**config.mk**
```make
export PLATFORM = sky130hd
export DESIGN_NAME = rf_wr_arbiter
export DESIGN_NICKNAME = d
export VERILOG_FILES = /design/src/rtl/rf_wr_arbiter.sv
export SDC_FILE = /design/constraint.sdc
export NUM_CORES = 1
export LEC_CHECK = 0
export CAP_MARGIN = 20
export CORE_UTILIZATION = 41
export DETAILED_ROUTE_END_ITERATION = 6
export GPL_TIMING_DRIVEN = 1
export MAX_ROUTING_LAYER = met4
export PLACE_DENSITY = 0.82
export SETUP_SLACK_MARGIN = 0.5
export SYNTH_ARGS = -nofsm -noshare
export SYNTH_HDL_FRONTEND = slang
export SYNTH_SLANG_ARGS = --single-unit
```
**constraint.sdc**
```tcl
create_clock -name clk -period 5 [get_ports clk]
set_input_delay 1 -clock clk [delete_from_list [all_inputs] [get_ports clk]]
set_output_delay 1 -clock clk [all_outputs]
set_load 0.005 [all_outputs]
```
**src/rtl/rf_wr_arbiter.sv**
```systemverilog
// rf_wr_arbiter: round-robin arbiter with bounded burst locking for the regfile write port.
// Optional RF_WR_ARB_URGENT_EN makes requester 0 urgent (preempts locks).
module rf_wr_arbiter #(
    parameter int NUM_REQ  = 4,
    parameter int ADDR_W   = 3,
    parameter int DATA_W   = 16,
    parameter int LOCK_MAX = 4
) (
    input  logic                      clk,
    input  logic                      rst,
    input  logic [NUM_REQ-1:0]        req_valid,
    input  logic [NUM_REQ-1:0]        req_lock,
    input  logic [NUM_REQ*ADDR_W-1:0] req_addr,
    input  logic [NUM_REQ*DATA_W-1:0] req_data,
    output logic [NUM_REQ-1:0]        req_ready,
    input  logic                      rf_busy,
    output logic                      wr_en,
    output logic [ADDR_W-1:0]         wr_addr,
    output logic [DATA_W-1:0]         wr_data,
    output logic [2:0]                grant_id
);
    localparam int IW = NUM_REQ > 1 ? $clog2(NUM_REQ) : 1;

    logic [IW-1:0]          ptr;
    logic                   lock_on;
    logic [IW-1:0]          lock_owner;
    logic [3:0]             lock_cnt;
    logic [2*NUM_REQ-1:0]   rot;
    logic                   gnt_any;
    logic [IW-1:0]          gnt_idx;
    logic                   preempt;
    logic [3:0]             cnt_n;
    int                     scan_k;

    always_comb begin
        gnt_any = 1'b0;
        gnt_idx = '0;
        preempt = 1'b0;
        scan_k  = 0;
        rot     = {req_valid, req_valid} >> ptr;
        // lowest rotated position wins, i.e. first valid at or after ptr
        for (int k = NUM_REQ - 1; k >= 0; k--) begin
            if (rot[k]) scan_k = k;
        end
        if (!rst && !rf_busy) begin
            if (lock_on && req_valid[lock_owner]) begin
                gnt_any = 1'b1;
                gnt_idx = lock_owner;
            end else if (req_valid != '0) begin
                gnt_any = 1'b1;
                gnt_idx = IW'((int'(ptr) + scan_k) % NUM_REQ);
            end
`ifdef RF_WR_ARB_URGENT_EN
            if (req_valid[0]) begin
                preempt = lock_on && lock_owner != '0;
                gnt_any = 1'b1;
                gnt_idx = '0;
            end
`endif
        end
        for (int k = 0; k < NUM_REQ; k++) begin
            req_ready[k] = gnt_any && gnt_idx == IW'(k);
        end
        cnt_n = (lock_on && lock_owner == gnt_idx) ? lock_cnt + 4'd1 : 4'd1;
    end

    always_ff @(posedge clk) begin
        if (rst) begin
            wr_en      <= 1'b0;
            wr_addr    <= '0;
            wr_data    <= '0;
            grant_id   <= '0;
            ptr        <= '0;
            lock_on    <= 1'b0;
            lock_owner <= '0;
            lock_cnt   <= '0;
        end else begin
            wr_en <= gnt_any;
            if (gnt_any) begin
                wr_addr  <= req_addr[gnt_idx*ADDR_W +: ADDR_W];
                wr_data  <= req_data[gnt_idx*DATA_W +: DATA_W];
                grant_id <= 3'(gnt_idx);
                ptr      <= (gnt_idx == IW'(NUM_REQ - 1)) ? '0 : gnt_idx + 1'b1;
            end
            // when not stalled, anything other than a continuing locked grant drops the lock
            if (!rf_busy) begin
                if (gnt_any && req_lock[gnt_idx] && !preempt && cnt_n != 4'(LOCK_MAX)) begin
                    lock_on    <= 1'b1;
                    lock_owner <= gnt_idx;
                    lock_cnt   <= cnt_n;
                end else begin
                    lock_on  <= 1'b0;
                    lock_cnt <= '0;
                end
            end
        end
    end

    assert property (@(posedge clk) $onehot0(req_ready));
    assert property (@(posedge clk) (req_ready & ~req_valid) == '0);
endmodule

```
Yosys cells after proc, flatten, opt, wreduce, memory -nomap -nowiden:

Index checks and enable logic that the tools add are counted.

* equal/unequal tests: 5
* bitwise operators: 1
* $add $sub $neg: 3
* shift-type cells: 3
* $lt $le $gt $ge: 2
* multiplexer cells: 18
* $mul: 1
* reductions and logical operators: 14

Operators by type and width (number)
* $shiftx A64 B7 Y16: 1
* $mux W2: 8
* $shiftx A12 B5 Y3: 1
* $logic_and A1 B1 Y1: 9
* $mux W4: 2
* $shr A8 B2 Y4: 1
* $lt A2 B3 Y1 const B: 2
* $mux W1: 6
* $add A4 B1 Y4 const B: 1
* $bmux W1 S2: 2
* $eq A2 B2 Y1 const B: 2
* $mul A2 B2 Y4 const B: 1
* $ne A4 B3 Y1 const B: 1
* $reduce_bool A4 Y1: 1
* $add A2 B1 Y2 const B: 1
* $add A2 B2 Y2: 1
* $eq A2 B1 Y1 const B: 1
* $eq A2 B2 Y1: 1
* $logic_not A1 Y1: 2
* $logic_not A2 Y1: 1
* $reduce_and A2 Y1: 1
* $not A1 Y1: 1

* flip-flop bits (word level): 31
* output and inout bits: 27
* logic and storage cells: 55

Depth between registers and ports, before layout:

* depth in word-level cells: 15
* gate-level depth with buffers: 18
* depth with buffers taken out: 14

Worst setup path after synthesis:

Ideal clock, no wire load.

* kind: in2out
* from: input req_valid[0]
* to: output req_ready[2]
* required time: 4000 ps
* slack: 585 ps
* arrival: 3415 ps
* cell stages on the path: 15
* cells stage by stage: buf_6 or4_1 o2111ai_1 ha_1 xor2_1 nand2b_1 mux2i_1 or2_1 buf_6 buf_12 buf_12 nand2_1 inv_1 ha_1 and2_1

* word-level cells in the longest chain between the ends: 11
* elaborated cells on any way between the ends: 18
* classes of those cells: 1 x add/sub; 1 x eq/ne; 1 x shift; 12 x mux; 3 x reduce/logical

RTL lines
* from (decl): line 11 `input logic [NUM_REQ-1:0] req_valid,`
* $shr A8 B2 Y4: line 40 `rot = {req_valid, req_valid} >> ptr;`
* $mux W2 (4 in series): line 43 `if (rot[k]) scan_k = k;`
* $add A2 B2 Y2: line 51 `gnt_idx = IW'((int'(ptr) + scan_k) % NUM_REQ);`
* $mux W2: line 49 `end else if (req_valid != '0) begin`
* $mux W2 (*): line 46 `if (lock_on && req_valid[lock_owner]) begin`
* $mux W2 (*): line 45 `if (!rst && !rf_busy) begin`
* net gnt_idx[1]: line 30 `logic [IW-1:0] gnt_idx;`
* $eq A2 B2 Y1 (*): line 62 `req_ready[k] = gnt_any && gnt_idx == IW'(k);`
* $logic_and A1 B1 Y1 (*): line 62
* to (decl): line 15 `output logic [NUM_REQ-1:0] req_ready,`

Mark *: on every way through the listed nets, which the timed path passes. The rest lies on a longest branch. The select of a mux whose other input is x is not followed.

Worst setup path after layout:

* from: input req_valid[0]
* to: output req_ready[0]

* word-level cells in the longest chain between the ends: 11
* elaborated cells on any way between the ends: 18
* classes of those cells: 1 x add/sub; 1 x shift; 12 x mux; 4 x reduce/logical

RTL lines (line)
* $shr A8 B2 Y4: 40
* $mux W2 (4 in series): 43
* $add A2 B2 Y2: 51
* $mux W2: 49
* $mux W2: 46
* $mux W2: 45
* $logic_not A2 Y1: 62
* $logic_and A1 B1 Y1 (*): 62

Every way passes the cells marked *; elsewhere a longest branch is shown, timed or not. The select of a mux whose other input is x is not followed.

==> qor.txt <==
initial antenna violation count: 0
Synth top area share: 26.68%
count leader, synth: mux2i_1
Cell Count, Final, Fillers Out: 446
post-synthesis register bit count: 31
Max Clk Rate: 0.2238 GHz
sequential cell area fraction in the yosys report: 26.68%
FFs w/ async S/R, synth: 0%
clock power share: 22.7%
Gate Count Post-Synth: 252
final antenna-violating net count: 0
Comb power frac: 44.7%
Num CTS Buffers: 5
# nets final: 467
clock-pin transition on the worst setup and hold timing paths: 0.06 ns
Synth area leader: dfxtp_1
Worst R2R Path Depth: 18
CTS Buffer Depth: 2
worst min path class: reg -> reg
Top FF cell, synth: dfxtp_1
dpl cells: 429
Avg Cell Area, Syn: 9.230 um^2
Sw Share: 30.92%
Synth area leaders: dfxtp_1 (27%), mux2i_1 (25%), a22o_1 (5.3%)
port bufs: 112
Pwr Density: 238.9 mW/mm^2
share of cells above drive strength 1: 14.97%
crit path max fanout: 4
Yosys warnings: 0
GP Congestion: 0.8341
antenna fix cells: 0
hpwl dp: 5076 um
row cnt: 27
unrepaired setup endpoints after global routing: yes
CP Launch Type: input pin
net count after synthesis: 345
Req. time, crit path: 4.00 ns
Hold Crit Endpoint: wr_data[14]
DR top layer: met4
Post-synth EDFFs: 0
Clk Tree Root Cell: clkbuf_8
Fin. Hold Viols: 0
Max Cap Violations: 0
# hold bufs at CTS: 0
Slew Viols, Final: 0
Starting Density: 42.50%
Final Util: 67.99%
Setup TNS Final: 0 ns
final setup fails: 0
core area: 0.005473 mm^2
area of the multi-input gates: 0.001625 mm^2
worst vdd ir: 179.3 uV
Worst-Margin Slew: 1.069 ns
H-tree Lvls: 2
vias in the first global route: 2170
DRC: 0
DR pass1 iterations: 5
wire length per cell: 15.36 um
relative slew slack: 28.50%
Synth top cells by count: mux2i_1 (57), dfxtp_1 (31), nor2_1 (18)
hold path startpoint: wr_data[14]
power consumption: 0.0008890 W
Critical R2R Capture: lock_owner[1]
routed vias/inst: 5.200
Global Route Usage Sum: 23.31%
FF-to-FF Start: ptr[0]
FF+latch area: 620.6 um^2
Period minus WS final: 4.469 ns
DRT met1 WL: 2916 um
met3 WL: 275 um
P_int: 0.0006141 W
die area: 0.005978 mm^2
share of power burned in registers: 32.6%
Leak: 1.571 nW
worst hold path cell count: 1
run status: finished clean
CTS tree: yes
Mapped Area: 0.002326 mm^2
Syn-to-layout area delta: 59.98%
I/O pin total: 114
distinct cell type count after synthesis: 50
Vias: 2319
Crit. End Element: output pin
global-route wire length before repair: 10500 um
largest net degree at the start of global routing: 39
final WL: 6849 um
clk_lat worst skew: 0.29 ns
period utilization: 89.38%
Iter 0 DRT Violations: 132
Fillers: 441
crit path kind: in -> out
Worst Skew: 0.009322 ns
P_sw: 0.0002749 W
WL met2: 3564 um
Die Height: 77.32 um
Die W: 77.32 um
CTS Sinks: 31
arrival time at the worst endpoint: 3.47 ns
grt ovf: 0
R2R Setup Slk: 1.12 ns
how the worst max path moves through the flow:
stage                               to  slack (ns)  cells after the start    startpoint
after floorplan           req_ready[2]        0.58                     15  req_valid[0]
after global placement    req_ready[2]        0.04                     14  req_valid[3]
after detailed placement  req_ready[3]       -0.05                     15  req_valid[0]
after CTS                 req_ready[1]        0.57                     15  req_valid[0]
after global routing      req_ready[0]        0.46                     15  req_valid[0]
final                     req_ready[0]        0.53                     15  req_valid[0]
power groups by stage:
stage	logic, W	registers, W	clock network (W)
4_1_cts	0.000383	0.000289	0.000204
2_1_floorplan	0.000230	0.000291	0
3_3_place_gp	0.000352	0.000292	0
3_5_place_dp	0.000357	0.000293	0
5_1_grt	0.000425	0.000293	0.000214
6_report	0.000398	0.000290	0.000202
per-stage QoR:
step | worst slack, ns | instance area (um^2) | hold WS, ns
floorplan | 0.5846 | 2326 | 0.4645
global placement | 0.04065 | 3483 | 0.4574
detailed placement | -0.05147 | 3483 | 0.4542
CTS | 0.5666 | 3672 | 0.4770
global route | 0.4597 | 3721 | 0.4879
finish | 0.5313 | 3721 | 0.4754
cell usage in the layout (no fill, tap or decap), types with 3 or more instances in the layout:
cell	count
and2_1	5
nand2b_1	5
or2_2	4
a21oi_1	5
nand3b_1	7
ha_1	5
mux2_2	8
o21ai_1	5
a22o_1	14
clkbuf_8	6
clkdlybuf4s50_1	104
buf_4	19
dlygate4sd2_1	3
nor3_1	3
nor2_1	18
mux2i_1	55
nand2_1	15
o22ai_1	3
inv_1	8
dfxtp_1	31
a21o_1	3
clkdlybuf4s15_1	3
what timing repair did:
item                       CTS  global route
setup endpoints to repair    4             7
pin swaps                    4             2
setup buffers                9             1
gates resized for setup     23             8
gates cloned                 0             0
worst max-delay path: stages:
cell	delay, ns
dlygate4sd2_1	0.27
buf_4	0.16
and3_1	0.18
o21ai_2	0.12
o2111ai_2	0.16
ha_4	0.22
xor2_4	0.16
nand2b_4	0.17
mux2i_4	0.16
or2_4	0.16
nand2_4	0.05
buf_4	0.13
ha_1	0.16
and2_1	0.12
clkdlybuf4s15_1	0.23
registers in the layout (all words and copies together) (netlist names):
signal      count
ptr             2
lock_owner      2
wr_addr         3
wr_en           1
lock_on         1
lock_cnt        4
grant_id        2
wr_data        16
cell type report:
class	count	area share, %
clock buffer	6	2.219
clock inverter	1	0.1345
inverter	8	0.8070
multi-input combinational	196	43.68
sequential	31	16.68
tap	72	2.421
timing repair buffer	132	34.06
kinds of logic (layout without fill, tap and decap cells):
family	after synthesis	after routing	synth area share [%]
other cells	1	1	0.1612
compound gates	49	49	16.30
mux	65	65	28.40
fa+ha+maj	6	6	3.227
flops	31	31	26.68
xor+xnor	3	3	1.130
buf+inv	25	147	7.369
simple gates	72	72	16.73
routing by layer:
layer	up-vias	track usage (%)
met3	9	5.000
met5	-	-
met2	55	38.85
met1	1099	27.21
li1	1156	-
met4	0	9.057
No activity file was read; power rests on OpenSTA's default activity.
